$ cat src/rtl/neo_crom_arb_if.sv
// Fetch-side and SDRAM-side signals of the C-ROM/S-ROM read-port arbiter.
// slave is the arbiter's view; master is the view of the logic driving it.
interface neo_crom_arb_if #(
  parameter int unsigned ADDR_W = 26
);
  logic              SPR_REQ;
  logic [23:0]       SPR_ADDR;
  logic [1:0]        SPR_BANK;
  logic [31:0]       SPR_DATA;
  logic              SPR_RDY;
  logic              FIX_REQ;
  logic [16:0]       FIX_ADDR;
  logic [15:0]       FIX_DATA;
  logic              FIX_RDY;
  logic              SD_REQ;
  logic [ADDR_W-1:0] SD_ADDR;
  logic              SD_ACK;
  logic              SD_VALID;
  logic [31:0]       SD_DATA;
  logic              TMO_ERR;

  modport slave (
    input  SPR_REQ, SPR_ADDR, SPR_BANK, FIX_REQ, FIX_ADDR, SD_ACK, SD_VALID, SD_DATA,
    output SPR_DATA, SPR_RDY, FIX_DATA, FIX_RDY, SD_REQ, SD_ADDR, TMO_ERR
  );

  modport master (
    output SPR_REQ, SPR_ADDR, SPR_BANK, FIX_REQ, FIX_ADDR, SD_ACK, SD_VALID, SD_DATA,
    input  SPR_DATA, SPR_RDY, FIX_DATA, FIX_RDY, SD_REQ, SD_ADDR, TMO_ERR
  );
endinterface

$ cat src/rtl/neo_crom_arb.sv
// Shares the SDRAM read port between sprite C-ROM and fix S-ROM fetches.
// Optional WAIT timeout enabled by defining NEO_ARB_TIMEOUT_EN.
module neo_crom_arb #(
  parameter int unsigned       ADDR_W    = 26,
  parameter logic [ADDR_W-1:0] CROM_BASE = ADDR_W'(26'h0800000),
  parameter logic [ADDR_W-1:0] FIX_BASE  = ADDR_W'(26'h0040000),
  parameter int unsigned       TMO_CYC   = 63
) (
  input  logic CLK,
  input  logic nRESET,
  neo_crom_arb_if.slave bus
);

  localparam int unsigned TMO_W = 6;

  typedef enum logic [1:0] {S_IDLE, S_ISSUE, S_WAIT, S_DONE} state_t;

  state_t            state;
  logic              spr_req_q, fix_req_q;
  logic              pend_spr, pend_fix;
  logic              last_spr;
  logic              gnt_spr;
  logic [ADDR_W-1:0] spr_wa, fix_wa;
  logic              fix_lsb, fix_lsb_g;
  logic              sd_req_q;
  logic [ADDR_W-1:0] sd_addr_q;
  logic [31:0]       spr_data_q;
  logic [15:0]       fix_data_q;
  logic              spr_rdy_q, fix_rdy_q;
  logic              tmo_err_q;

  logic              spr_edge_c, fix_edge_c, sel_spr_c;
  logic [ADDR_W-1:0] spr_wa_c, fix_wa_c;
  logic [15:0]       fix_word_c;
  logic              unused_c;

  assign spr_edge_c = bus.SPR_REQ & ~spr_req_q;
  assign fix_edge_c = bus.FIX_REQ & ~fix_req_q;
  // Round-robin: with both pending, the requester not served last wins
  assign sel_spr_c  = pend_spr & (~pend_fix | ~last_spr);
  assign spr_wa_c   = CROM_BASE + ADDR_W'({bus.SPR_BANK, bus.SPR_ADDR[23:1]});
  assign fix_wa_c   = FIX_BASE + ADDR_W'(bus.FIX_ADDR[16:1]);
  assign fix_word_c = fix_lsb_g ? bus.SD_DATA[31:16] : bus.SD_DATA[15:0];
  assign unused_c   = ^{bus.SPR_ADDR[0], TMO_W'(TMO_CYC)};

`ifdef NEO_ARB_TIMEOUT_EN
  logic [TMO_W-1:0] tmo_cnt;
  logic [TMO_W-1:0] tmo_nxt_c;
  assign tmo_nxt_c = (tmo_cnt == {TMO_W{1'b1}}) ? tmo_cnt : tmo_cnt + TMO_W'(1);
`endif

  always_ff @(posedge CLK or negedge nRESET) begin
    if (!nRESET) begin
      state      <= S_IDLE;
      spr_req_q  <= 1'b0;
      fix_req_q  <= 1'b0;
      pend_spr   <= 1'b0;
      pend_fix   <= 1'b0;
      last_spr   <= 1'b0;
      gnt_spr    <= 1'b0;
      spr_wa     <= '0;
      fix_wa     <= '0;
      fix_lsb    <= 1'b0;
      fix_lsb_g  <= 1'b0;
      sd_req_q   <= 1'b0;
      sd_addr_q  <= '0;
      spr_data_q <= '0;
      fix_data_q <= '0;
      spr_rdy_q  <= 1'b0;
      fix_rdy_q  <= 1'b0;
      tmo_err_q  <= 1'b0;
`ifdef NEO_ARB_TIMEOUT_EN
      tmo_cnt    <= '0;
`endif
    end else begin
      spr_req_q <= bus.SPR_REQ;
      fix_req_q <= bus.FIX_REQ;
      spr_rdy_q <= 1'b0;
      fix_rdy_q <= 1'b0;

      case (state)
        S_IDLE: begin
          if (pend_spr || pend_fix) begin
            gnt_spr   <= sel_spr_c;
            last_spr  <= sel_spr_c;
            sd_req_q  <= 1'b1;
            sd_addr_q <= sel_spr_c ? spr_wa : fix_wa;
            fix_lsb_g <= fix_lsb;
            if (sel_spr_c) pend_spr <= 1'b0;
            else           pend_fix <= 1'b0;
            state <= S_ISSUE;
          end
        end
        S_ISSUE: begin
          if (bus.SD_ACK) begin
            sd_req_q <= 1'b0;
`ifdef NEO_ARB_TIMEOUT_EN
            tmo_cnt  <= '0;
`endif
            if (bus.SD_VALID) begin
              if (gnt_spr) spr_data_q <= bus.SD_DATA;
              else         fix_data_q <= fix_word_c;
              state <= S_DONE;
            end else begin
              state <= S_WAIT;
            end
          end
        end
        S_WAIT: begin
          if (bus.SD_VALID) begin
            if (gnt_spr) spr_data_q <= bus.SD_DATA;
            else         fix_data_q <= fix_word_c;
            state <= S_DONE;
          end
`ifdef NEO_ARB_TIMEOUT_EN
          else begin
            tmo_cnt <= tmo_nxt_c;
            // Abort returns zero data but still strobes RDY so the fetcher never stalls
            if (tmo_nxt_c == TMO_W'(TMO_CYC)) begin
              if (gnt_spr) spr_data_q <= '0;
              else         fix_data_q <= '0;
              tmo_err_q <= 1'b1;
              state     <= S_DONE;
            end
          end
`endif
        end
        S_DONE: begin
          spr_rdy_q <= gnt_spr;
          fix_rdy_q <= ~gnt_spr;
          state     <= S_IDLE;
        end
        default: state <= S_IDLE;
      endcase

      // A new edge outranks the grant-time clear: latest address wins, one-deep queue
      if (spr_edge_c) begin
        pend_spr <= 1'b1;
        spr_wa   <= spr_wa_c;
      end
      if (fix_edge_c) begin
        pend_fix <= 1'b1;
        fix_wa   <= fix_wa_c;
        fix_lsb  <= bus.FIX_ADDR[0];
      end
    end
  end

  assign bus.SD_REQ   = sd_req_q;
  assign bus.SD_ADDR  = sd_addr_q;
  assign bus.SPR_DATA = spr_data_q;
  assign bus.SPR_RDY  = spr_rdy_q;
  assign bus.FIX_DATA = fix_data_q;
  assign bus.FIX_RDY  = fix_rdy_q;
`ifdef NEO_ARB_TIMEOUT_EN
  assign bus.TMO_ERR  = tmo_err_q;
`else
  assign bus.TMO_ERR  = 1'b0;
`endif

endmodule
$ cat src/flat_wrapper.sv
// flat-port wrapper written by rule: the top's interface ports become plain ports
module neo_crom_arb_flat 
#(
  parameter int unsigned       ADDR_W    = 26,
  parameter logic [ADDR_W-1:0] CROM_BASE = ADDR_W'(26'h0800000),
  parameter logic [ADDR_W-1:0] FIX_BASE  = ADDR_W'(26'h0040000),
  parameter int unsigned       TMO_CYC   = 63
)
  (CLK, nRESET, bus_SPR_REQ, bus_SPR_ADDR, bus_SPR_BANK, bus_FIX_REQ, bus_FIX_ADDR, bus_SD_ACK, bus_SD_VALID, bus_SD_DATA, bus_SPR_DATA, bus_SPR_RDY, bus_FIX_DATA, bus_FIX_RDY, bus_SD_REQ, bus_SD_ADDR, bus_TMO_ERR);
  neo_crom_arb_if #(.ADDR_W(ADDR_W)) bus_i ();
  input  logic CLK;
  input  logic nRESET;
  input wire logic [$bits(bus_i.SPR_REQ)-1:0] bus_SPR_REQ;
  input wire logic [$bits(bus_i.SPR_ADDR)-1:0] bus_SPR_ADDR;
  input wire logic [$bits(bus_i.SPR_BANK)-1:0] bus_SPR_BANK;
  input wire logic [$bits(bus_i.FIX_REQ)-1:0] bus_FIX_REQ;
  input wire logic [$bits(bus_i.FIX_ADDR)-1:0] bus_FIX_ADDR;
  input wire logic [$bits(bus_i.SD_ACK)-1:0] bus_SD_ACK;
  input wire logic [$bits(bus_i.SD_VALID)-1:0] bus_SD_VALID;
  input wire logic [$bits(bus_i.SD_DATA)-1:0] bus_SD_DATA;
  output wire logic [$bits(bus_i.SPR_DATA)-1:0] bus_SPR_DATA;
  output wire logic [$bits(bus_i.SPR_RDY)-1:0] bus_SPR_RDY;
  output wire logic [$bits(bus_i.FIX_DATA)-1:0] bus_FIX_DATA;
  output wire logic [$bits(bus_i.FIX_RDY)-1:0] bus_FIX_RDY;
  output wire logic [$bits(bus_i.SD_REQ)-1:0] bus_SD_REQ;
  output wire logic [$bits(bus_i.SD_ADDR)-1:0] bus_SD_ADDR;
  output wire logic [$bits(bus_i.TMO_ERR)-1:0] bus_TMO_ERR;
  assign bus_i.SPR_REQ = bus_SPR_REQ;
  assign bus_i.SPR_ADDR = bus_SPR_ADDR;
  assign bus_i.SPR_BANK = bus_SPR_BANK;
  assign bus_i.FIX_REQ = bus_FIX_REQ;
  assign bus_i.FIX_ADDR = bus_FIX_ADDR;
  assign bus_i.SD_ACK = bus_SD_ACK;
  assign bus_i.SD_VALID = bus_SD_VALID;
  assign bus_i.SD_DATA = bus_SD_DATA;
  assign bus_SPR_DATA = bus_i.SPR_DATA;
  assign bus_SPR_RDY = bus_i.SPR_RDY;
  assign bus_FIX_DATA = bus_i.FIX_DATA;
  assign bus_FIX_RDY = bus_i.FIX_RDY;
  assign bus_SD_REQ = bus_i.SD_REQ;
  assign bus_SD_ADDR = bus_i.SD_ADDR;
  assign bus_TMO_ERR = bus_i.TMO_ERR;
  neo_crom_arb #(.ADDR_W(ADDR_W), .CROM_BASE(CROM_BASE), .FIX_BASE(FIX_BASE), .TMO_CYC(TMO_CYC)) u_core (.CLK(CLK), .nRESET(nRESET), .bus(bus_i));
endmodule
$ cat config.mk
export PLATFORM = sky130hd
export DESIGN_NAME = neo_crom_arb_flat
export DESIGN_NICKNAME = d
export VERILOG_FILES = /design/src/rtl/neo_crom_arb_if.sv /design/src/rtl/neo_crom_arb.sv /design/src/flat_wrapper.sv
export SDC_FILE = /design/constraint.sdc
export NUM_CORES = 1
export LEC_CHECK = 0
export BUFFER_PORTS_ARGS = -buffer_cell sky130_fd_sc_hd__buf_2
export CORE_MARGIN = 2
export CORE_UTILIZATION = 30
export CTS_BUF_LIST = sky130_fd_sc_hd__clkbuf_2
export DETAILED_ROUTE_END_ITERATION = 6
export SLEW_MARGIN = 0
export SYNTH_ARGS = -nofsm -noshare
export SYNTH_HDL_FRONTEND = slang
export SYNTH_SLANG_ARGS = --single-unit
$ cat constraint.sdc
create_clock -name CLK -period 3.1 [get_ports CLK]
set_clock_uncertainty 0.2 [all_clocks]
set_input_delay 0.31 -clock CLK [delete_from_list [all_inputs] [get_ports CLK]]
set_output_delay 0.31 -clock CLK [all_outputs]
set_load 0.005 [all_outputs]
==> results.yml, run 1 <==
critical_path:
  path_max_fanout: 23
  path_cells: "inv_1, ha_1, mux2i_1, nor2_4, mux2_2, dlygate4sd3_1"
  r2r_end: "u_core.bus.SPR_DATA[27]$_DFFE_PN0P_"
  reg2reg_depth: 6
  cp_num_buf_inv: 2
  arrival_ns: 3.14
  critPathLaunchType: "register"
  crit_family: "buffers and inverters"
  worstSetupPathType: "register to register"
  cp.depth: 6
  crit_path_end_kind: "register"
  rrSetupSlack_ns: 0.30
  cp_data_required_time_ns: 3.44
  critical_path.slowest_cell: "dlygate4sd3_1"
  reg2reg_from: "u_core.state[1]$_DFFE_PN0P_"
  max_stage_delay_ns: 0.56
power:
  power.density_nw_per_um2: 817.0
  max-vdd-ir-drop_uv: 304.0
  p_leak_nw: 3.559
  p_total_mw: 6.236
routing:
  drt_iter0_drc: 103
  vias: 3863
  totalWireLength_um: 12880
  drt_pass1_iterations: 4
  post_drt_wl_per_cell_um: 15.09
  viasPerCell: 4.523
  drc: 0
  postRouteAntennaNets: 0
synthesis:
  syn-num-nets: 434
  synth-seq-cells: 129
  ys.flop_type: "dfrtp_1"
  yosysUniqueCellTypes: 37
  synth-async-reset-ratio_pct: 100.0
  ys_seq_area_share_pct: 61.40
  synth_cells: 347
  synth_edf_count: 0
  synthTopCellsByArea: "dfrtp_1, mux2_2, a221o_1"
  synth.largest_area_cell: "dfrtp_1"
  ys_warn_count: 0
  syn_area_um2: 5258
  synth_top_area_share_pct: 61.40
  syn_area_per_cell_um2: 15.15
clock_network:
  root_buffer: "clkbuf_2"
  cts_tree: "built"
  clkLatencyLatePin_ns: 0.66
  numClockSinks: 129
  cts_buffer_depth: 2
  cts.reportedPaths.clkPinSlew_ns: 0.18
  cts_resized: 0
  cts_buffers: 17
  htreeDepth: 4
sta:
  slew_viol_final: 0
  worst_slack_ns: 0.3007
  hold_violations: 0
  fin_crit_ns: 2.799
  rsz0062_at_grt: "no"
  worstMarginPinSlew_ns: 0.9332
  period_share_pct: 90.30
  fmax_mhz: 357.2
  finalSetupViolations: 0
  slew-limit-headroom_pct: 37.78
  fin_setup_tns_ns: 0
finish:
  antenna_cells: 0
  finalInstanceArea_um2: 7634
  layout-drive-gt1-share_pct: 49.60
  instances_no_fill: 854
  nNetsFinal: 703
  area_delta_synth_final_pct: 45.19
  n_fill_cell: 1575
place:
  dp.cells: 718
  port_buffers: 156
  hpwl_um: 8152
  place_area_um2: 6296
  gp_congestion: 0.7660
  dpl_worst_slack_ns: 0.6512
global_routing:
  grt_use_total_pct: 14.64
  grt-ovfl-total: 0
  grt_pass1_wl_um: 20870
  grt_pass1_vias: 4207
  grt_start_max_net_pins: 60
  antenna_found_initial: 0
die:
  die-width_um: 136.4
  fp.dieH_um: 136.4
  num_rows: 48
  ios: 159
  core_area_um2: 17240
  dieArea_um2: 18600
  initial_core_util_pct: 30.50
run:
  drv_cap: 0
status:
  status: "completed"
min_path:
  holdPathStages: 3
  hold_path.startpoint: "bus_SPR_BANK[0]"
  holdPathEnd: "u_core.spr_wa[23]$_DFFE_PN0P_"
  min_path_type: "input port to register"
==> routing by layer <==
metal / GRT usage [%] / vias up / share of wire, %
met5: 0 / - / 0
met4: 5.613 / 0 / 1.7
met3: 4.996 / 19 / 6.2
met1: 17.38 / 1930 / 44
met2: 24.48 / 132 / 48
li1: - / 1782 / -
==> flip-flops by register name, summed over array words and instances, names as in the netlist <==
| name | flops |
|---|---|
| u_core.bus.SPR_DATA | 32 |
| u_core.bus.SD_ADDR | 26 |
| u_core.spr_wa | 26 |
| u_core.fix_wa | 17 |
| u_core.bus.FIX_DATA | 16 |
| u_core.state | 2 |
| u_core.bus.FIX_RDY | 1 |
| u_core.bus.SD_REQ | 1 |
| u_core.bus.SPR_RDY | 1 |
| u_core.fix_lsb | 1 |
| u_core.fix_lsb_g | 1 |
| u_core.fix_req_q | 1 |
| u_core.last_spr | 1 |
| u_core.pend_fix | 1 |
| u_core.pend_spr | 1 |
| u_core.spr_req_q | 1 |
==> through the flow <==
| stage | utilization, % | hold slack [ns] |
|---|---|---|
| after floorplan | - | -0.1856 |
| after global placement | 36.53 | 0.2165 |
| after detailed placement | 36.53 | 0.2245 |
| after CTS | 44.23 | 0.01150 |
| after global routing | 44.29 | 0.04935 |
| final | 44.29 | 0.1902 |
==> Yosys cell counts, types with 2 or more instances <==
cell / count
buf_4: 5
dfrtp_1: 129
inv_1: 6
clkbuf_1: 3
mux2i_1: 2
mux2_2: 106
nand2_1: 5
ha_1: 6
and2_1: 18
mux2_1: 2
nor2b_1: 2
buf_2: 9
a22o_1: 9
nand2b_1: 2
a221o_1: 17
a21o_1: 2
nor2_1: 3
nor3b_1: 2
==> layout make-up <==
| cell class | instances | area, um2 | share of cell area [%] |
|---|---|---|---|
| sequential | 129 | 3228 | 42.29 |
| inverter | 6 | 22.52 | 0.2950 |
| clock inverter | 14 | 188.9 | 2.475 |
| timing repair buffer | 269 | 1922 | 25.18 |
| multi-input combinational | 193 | 1901 | 24.90 |
| clock buffer | 18 | 90.09 | 1.180 |
| tap | 225 | 281.5 | 3.688 |
==> worst min-delay path, cell delays in order <==
cell and delay (ns):
dlygate4sd3_1 0.53, buf_2 0.11, a21oi_1 0.06
==> layout by cell type (no fill, tap or decap), drive strengths merged, types with 2 or more instances in the layout <==
master | synthesis | final
nor2b | 3 | 3
mux2 | 108 | 108
nand2 | 6 | 6
clkinv | 0 | 5
nand2b | 2 | 2
dfrtp | 129 | 129
inv | 6 | 7
a21o | 2 | 2
clkinvlp | 0 | 4
dlygate4sd3 | 0 | 103
a21oi | 2 | 2
nor2 | 4 | 4
nor3b | 2 | 2
ha | 6 | 6
a221o | 17 | 17
mux2i | 2 | 2
bufinv | 0 | 4
a22o | 9 | 9
buf | 16 | 166
and2 | 18 | 18
clkbuf | 3 | 18
==> worst max-delay path by stage <==
stage / slack, ns / start / end
CTS: 0.31 / u_core.state[1]$_DFFE_PN0P_ / u_core.bus.SPR_DATA[21]$_DFFE_PN0P_
global route: 0.14 / u_core.state[1]$_DFFE_PN0P_ / u_core.bus.SPR_DATA[10]$_DFFE_PN0P_
floorplan: 1.08 / u_core.state[0]$_DFFE_PN0P_ / u_core.bus.FIX_DATA[10]$_DFFE_PN0P_
global placement: 0.71 / u_core.state[1]$_DFFE_PN0P_ / u_core.bus.SPR_DATA[22]$_DFFE_PN0P_
detailed placement: 0.65 / u_core.state[1]$_DFFE_PN0P_ / u_core.bus.SPR_DATA[23]$_DFFE_PN0P_
finish: 0.30 / u_core.state[1]$_DFFE_PN0P_ / u_core.bus.SPR_DATA[27]$_DFFE_PN0P_
==> repair_timing <==
action | in CTS | in global routing
hold buffers | 103 | 1
setup buffers | 0 | 0
hold endpoints to repair | 219 | 1
==> power by group <==
group / switching [mW] / total [mW] / internal, mW
logic: 0.936 / 2.39 / 1.46
registers: 0.389 / 2.67 / 2.29
clock network: 0.638 / 1.17 / 0.530
total: 1.96 / 6.24 / 4.27
==> cell families (layout without fill, tap and decap cells) <==
logic type               after synthesis  after routing  synth area share (%)
flip-flops                           129            129                 61.40
multiplexers                         110            110                 23.51
AND/OR/NAND/NOR                       40             40                 4.760
AO/OA/AOI/OAI                         36             36                 6.116
buffers and inverters                 25            307                 2.713
adder cells (fa/ha/maj)                6              6                 1.428
other                                  1              1               0.07133
No activity file was read; power rests on OpenSTA's default activity.
==> inputs of run 2 (changes only) <==
--- a/config.mk
+++ b/config.mk
@@ -7,9 +7,10 @@
 export LEC_CHECK = 0
 export BUFFER_PORTS_ARGS = -buffer_cell sky130_fd_sc_hd__buf_2
 export CORE_MARGIN = 2
-export CORE_UTILIZATION = 30
+export CORE_UTILIZATION = 45
 export CTS_BUF_LIST = sky130_fd_sc_hd__clkbuf_2
 export DETAILED_ROUTE_END_ITERATION = 6
+export PLACE_DENSITY = 0.71
 export SLEW_MARGIN = 0
 export SYNTH_ARGS = -nofsm -noshare
 export SYNTH_HDL_FRONTEND = slang
==> results.yml, run 2 (synthesis gave the netlist of run 1 again) <==
status:
  status: "completed"
run:
  drv_cap: 0
place:
  dpl_worst_slack_ns: 0.9269
  hpwl_um: 7739
  gp_congestion: 0.8235
  port_buffers: 156
sta:
  fmax_mhz: 456.9
  finalSetupViolations: 0
  worst_slack_ns: 0.9115
  slew_viol_final: 0
  rsz0062_at_grt: "no"
  worstMarginPinSlew_ns: 0.8081
  period_share_pct: 70.60
  hold_violations: 0
  fin_setup_tns_ns: 0
  slew-limit-headroom_pct: 46.13
  fin_crit_ns: 2.188
critical_path:
  critPathLaunchType: "register"
  arrival_ns: 2.54
  cp_data_required_time_ns: 3.46
  path_max_fanout: 19
  worstSetupPathType: "register to register"
  crit_path_end_kind: "register"
power:
  p_leak_nw: 3.445
  max-vdd-ir-drop_uv: 498.8
  power.density_nw_per_um2: 808.2
global_routing:
  gr-usage-met1_pct: 26.45
  grt_pass1_vias: 4048
  use_met3_pct: 5.724
  antenna_found_initial: 0
  grt_pass1_wl_um: 20380
  met2_usage_pct: 34.02
  grt_start_max_net_pins: 59
  grt-busiest-layer: "met2"
  grt-ovfl-total: 0
  grt_use_total_pct: 20.68
die:
  num_rows: 39
  initial_core_util_pct: 46.04
  core_area_um2: 11420
  ios: 159
  die-width_um: 112.1
  fp.dieH_um: 112.1
  dieArea_um2: 12560
finish:
  nNetsFinal: 680
  largest_reg_flops: 32
  antenna_cells: 0
  layout-drive-gt1-share_pct: 50.91
  final_cell_mix: "buf_2, dfrtp_1, mux2_2"
  area_delta_synth_final_pct: 37.65
  final_common_cell: "buf_2"
clock_network:
  cts_buffer_depth: 2
  cts_buffers: 17
  root_buffer: "clkbuf_2"
  cts_resized: 0
  htreeDepth: 4
  cts_tree: "built"
  cts.reportedPaths.clkPinSlew_ns: 0.16
  numClockSinks: 129
  clkLatencyLatePin_ns: 0.68
routing:
  postRouteAntennaNets: 0
  post_drt_wl_per_cell_um: 16.33
  drt_pass1_iterations: 4
  drt_iter0_drc: 185
  totalWireLength_um: 12220
  viasPerCell: 5.020
  drc: 0
  vias: 3755
min_path:
  min_path_type: "input port to register"
-- run 2: path summary, 6_finish.rpt --
kind	start	endpoint	slack [ns]	cells after the start
max	u_core.state[1]$_DFFE_PN0P_	u_core.bus.SD_ADDR[11]$_DFFE_PN0P_	0.91	6
min	bus_FIX_REQ	u_core.fix_req_q$_DFF_PN0_	0.11	2
max reg2reg	u_core.state[1]$_DFFE_PN0P_	u_core.bus.SD_ADDR[11]$_DFFE_PN0P_	0.91	6
min reg2reg	u_core.fix_wa[18]$_DFFE_PN0P_	u_core.fix_wa[18]$_DFFE_PN0P_	0.30	1
max in group asynchronous	nRESET	u_core.bus.SPR_DATA[11]$_DFFE_PN0P_	1.76	4
min in group asynchronous	nRESET	u_core.bus.SPR_DATA[7]$_DFFE_PN0P_	0.53	4
-- run 2: power by group --
| group | total, mW | internal (mW) | leakage, nW | switching (mW) |
|---|---|---|---|---|
| registers | 2.68 | 2.29 | 1.55 | 0.396 |
| logic | 2.16 | 1.26 | 1.75 | 0.895 |
| clock network | 1.01 | 0.450 | 0.148 | 0.560 |
| total | 5.85 | 4.00 | 3.44 | 1.85 |
-- run 2: cell type report --
cell class | count | area [um2]
Clock buffer | 22 | 110.1
Clock inverter | 9 | 115.1
Fill cell | 854 | 4182
Inverter | 6 | 22.52
Multi-Input combinational cell | 193 | 1896
Sequential cell | 129 | 3228
Tap cell | 143 | 178.9
Timing Repair Buffer | 246 | 1687
-- run 2: what timing repair did --
| item | 4_1_cts | 5_1_grt |
|---|---|---|
| hold buffers | 82 | 0 |
| endpoints found under the hold margin | 225 | 0 |
| buffers inserted | 0 | 0 |
-- run 2: worst max-delay path, cell delays in order, from the launching register on --
cell     delay [ns]
dfrtp_1        0.46
inv_1          0.14
ha_1           0.31
o21ai_2        0.24
buf_4          0.28
and2_1         0.18
a221o_1        0.25
-- run 2: through the flow --
stage	instances	power [mW]	area (um2)	hold slack, ns	util (%)
after floorplan	347	3.925	5258	-0.1856	-
after global placement	635	4.706	6181	0.1098	54.13
after detailed placement	635	4.803	6181	0.1211	54.13
after CTS	748	5.909	7237	0.004490	63.38
after global routing	748	6.253	7237	0.03699	63.38
final	748	5.849	7237	0.1122	63.38
-- run 2: layer usage --
layer	part of all wire (%)	vias up	wire length [um]
met5	0	-	0
met3	5.7	16	701
met4	1.5	0	181
met2	48	139	5890
met1	45	1862	5445
li1	-	1738	-
==> inputs of run 3 (changes only) <==
==> constraint.sdc (replaced) <==
create_clock -name CLK -period 2.1 [get_ports CLK]
set_clock_uncertainty 0.2 [all_clocks]
set_input_delay 0.21 -clock CLK [delete_from_list [all_inputs] [get_ports CLK]]
set_output_delay 0.21 -clock CLK [all_outputs]
set_load 0.005 [all_outputs]
==> results.yml, run 3 (synthesis gave the netlist of run 1 again) <==
routing:
  viasPerCell: 5.007
  postRouteAntennaNets: 0
  totalWireLength_um: 12390
  post_drt_wl_per_cell_um: 16.32
  drt_pass1_iterations: 4
  drc: 0
  drt_iter0_drc: 192
  vias: 3800
run:
  drv_cap: 0
power:
  p_total_mw: 8.647
  p_leak_nw: 3.514
  power.density_nw_per_um2: 1165
  max-vdd-ir-drop_uv: 682.6
die:
  initial_core_util_pct: 46.04
  num_rows: 39
  dieArea_um2: 12560
  core_area_um2: 11420
  ios: 159
  fp.dieH_um: 112.1
  die-width_um: 112.1
sta:
  hold_violations: 0
  rsz0062_at_grt: "no"
  worst_slack_ns: 0.09871
  slew_viol_final: 0
  fin_crit_ns: 2.001
  holdWs_ns: 0.08888
  fin_setup_tns_ns: 0
  fmax_mhz: 499.7
  finalSetupViolations: 0
  period_share_pct: 95.30
global_routing:
  grt_start_max_net_pins: 42
  grt_use_total_pct: 21.01
  antenna_found_initial: 0
  grt_pass1_wl_um: 20820
  grt_pass1_vias: 4105
  grt-ovfl-total: 0
critical_path:
  critical_path.slowest_cell: "dfrtp_1"
  cp_data_required_time_ns: 2.44
  max_stage_delay_ns: 0.43
  critPathLaunchType: "register"
  arrival_ns: 2.35
  cp_num_buf_inv: 2
  path_cells: "inv_1, ha_1, nor2b_2, nor3_4, buf_12, mux2_2"
  crit_path_end_kind: "register"
  worstSetupPathType: "register to register"
  path_max_fanout: 16
  crit_family: "flip-flops"
place:
  hpwl_um: 7689
  port_buffers: 156
  dpl_worst_slack_ns: 0.05596
  dp.cells: 637
  place_area_um2: 6284
  gp_congestion: 0.8312
min_path:
  min_path_type: "input port to register"
finish:
  post-route-util_pct: 65.02
  instances_no_fill: 759
  nNetsFinal: 692
  antenna_cells: 0
  largest_reg_flops: 32
  area_delta_synth_final_pct: 41.22
  final_cell_mix: "buf_2, dfrtp_1, mux2_2"
  final_common_cell: "buf_2"
  layout-drive-gt1-share_pct: 50.81
  finalInstanceArea_um2: 7425
clock_network:
  postCtsSetupRepairBufs: 0
  cts_tree: "built"
  htreeDepth: 4
  cts.reportedPaths.clkPinSlew_ns: 0.18
  numClockSinks: 129
  cts_buffer_depth: 2
  clkLatencyLatePin_ns: 0.67
  root_buffer: "clkbuf_2"
  cts_buffers: 17
status:
  status: "completed"
run 3: cell types whose count changed in the layout (fill, tap and decap cells not counted), moves of 2 or more:
cell	before	now
buf_4	8	3
nor3b_2	0	2
nor3b_1	2	0
buf_12	2	9
dlygate4sd3_1	81	91
clkinv_1	4	2
run 3: power by group:
| part | internal [mW] | total, mW | switching, mW | leakage (nW) |
|---|---|---|---|---|
| Clock | 0.543 | 1.36 | 0.821 | 0.135 |
| Sequential | 3.38 | 3.90 | 0.518 | 1.55 |
| Combinational | 1.99 | 3.39 | 1.39 | 1.83 |
run 3: path summary, 6_finish.rpt:
kind	end	cells after the start	slack [ns]	startpoint
min in group asynchronous	u_core.bus.SPR_DATA[24]$_DFFE_PN0P_	4	0.46	nRESET
max reg2reg	u_core.bus.FIX_DATA[15]$_DFFE_PN0P_	6	0.1	u_core.state[1]$_DFFE_PN0P_
min	u_core.fix_wa[13]$_DFFE_PN0P_	3	0.09	bus_FIX_ADDR[14]
max in group asynchronous	u_core.pend_spr$_DFFE_PN0P_	4	0.91	nRESET
max	u_core.bus.FIX_DATA[15]$_DFFE_PN0P_	6	0.1	u_core.state[1]$_DFFE_PN0P_
min reg2reg	u_core.bus.SPR_DATA[30]$_DFFE_PN0P_	1	0.30	u_core.bus.SPR_DATA[30]$_DFFE_PN0P_
run 3: routing by layer:
metal	track usage (%)	vias up	routed length (um)
met2	35.10	145	6166
met1	26.64	1884	5338
li1	-	1763	-
met5	0	-	0
met4	6.585	0	91
met3	6.102	8	792
run 3: cell type report:
type	instances	area, um2
Multi-Input combinational cell	193	1906
Inverter	6	22.52
Sequential cell	129	3228
Clock inverter	8	90.09
Tap cell	143	178.9
Timing Repair Buffer	258	1889
Fill cell	856	3994
Clock buffer	22	110.1
run 3: tightest hold or removal path: stages:
cell	delay [ns]
dlygate4sd3_1	0.52
buf_2	0.09
mux2_2	0.13
run 3: repair_timing:
item	CTS	global route
hold buffers	92	0
gates resized for setup	0	2
hold endpoints to repair	227	0
setup endpoints to repair	0	1
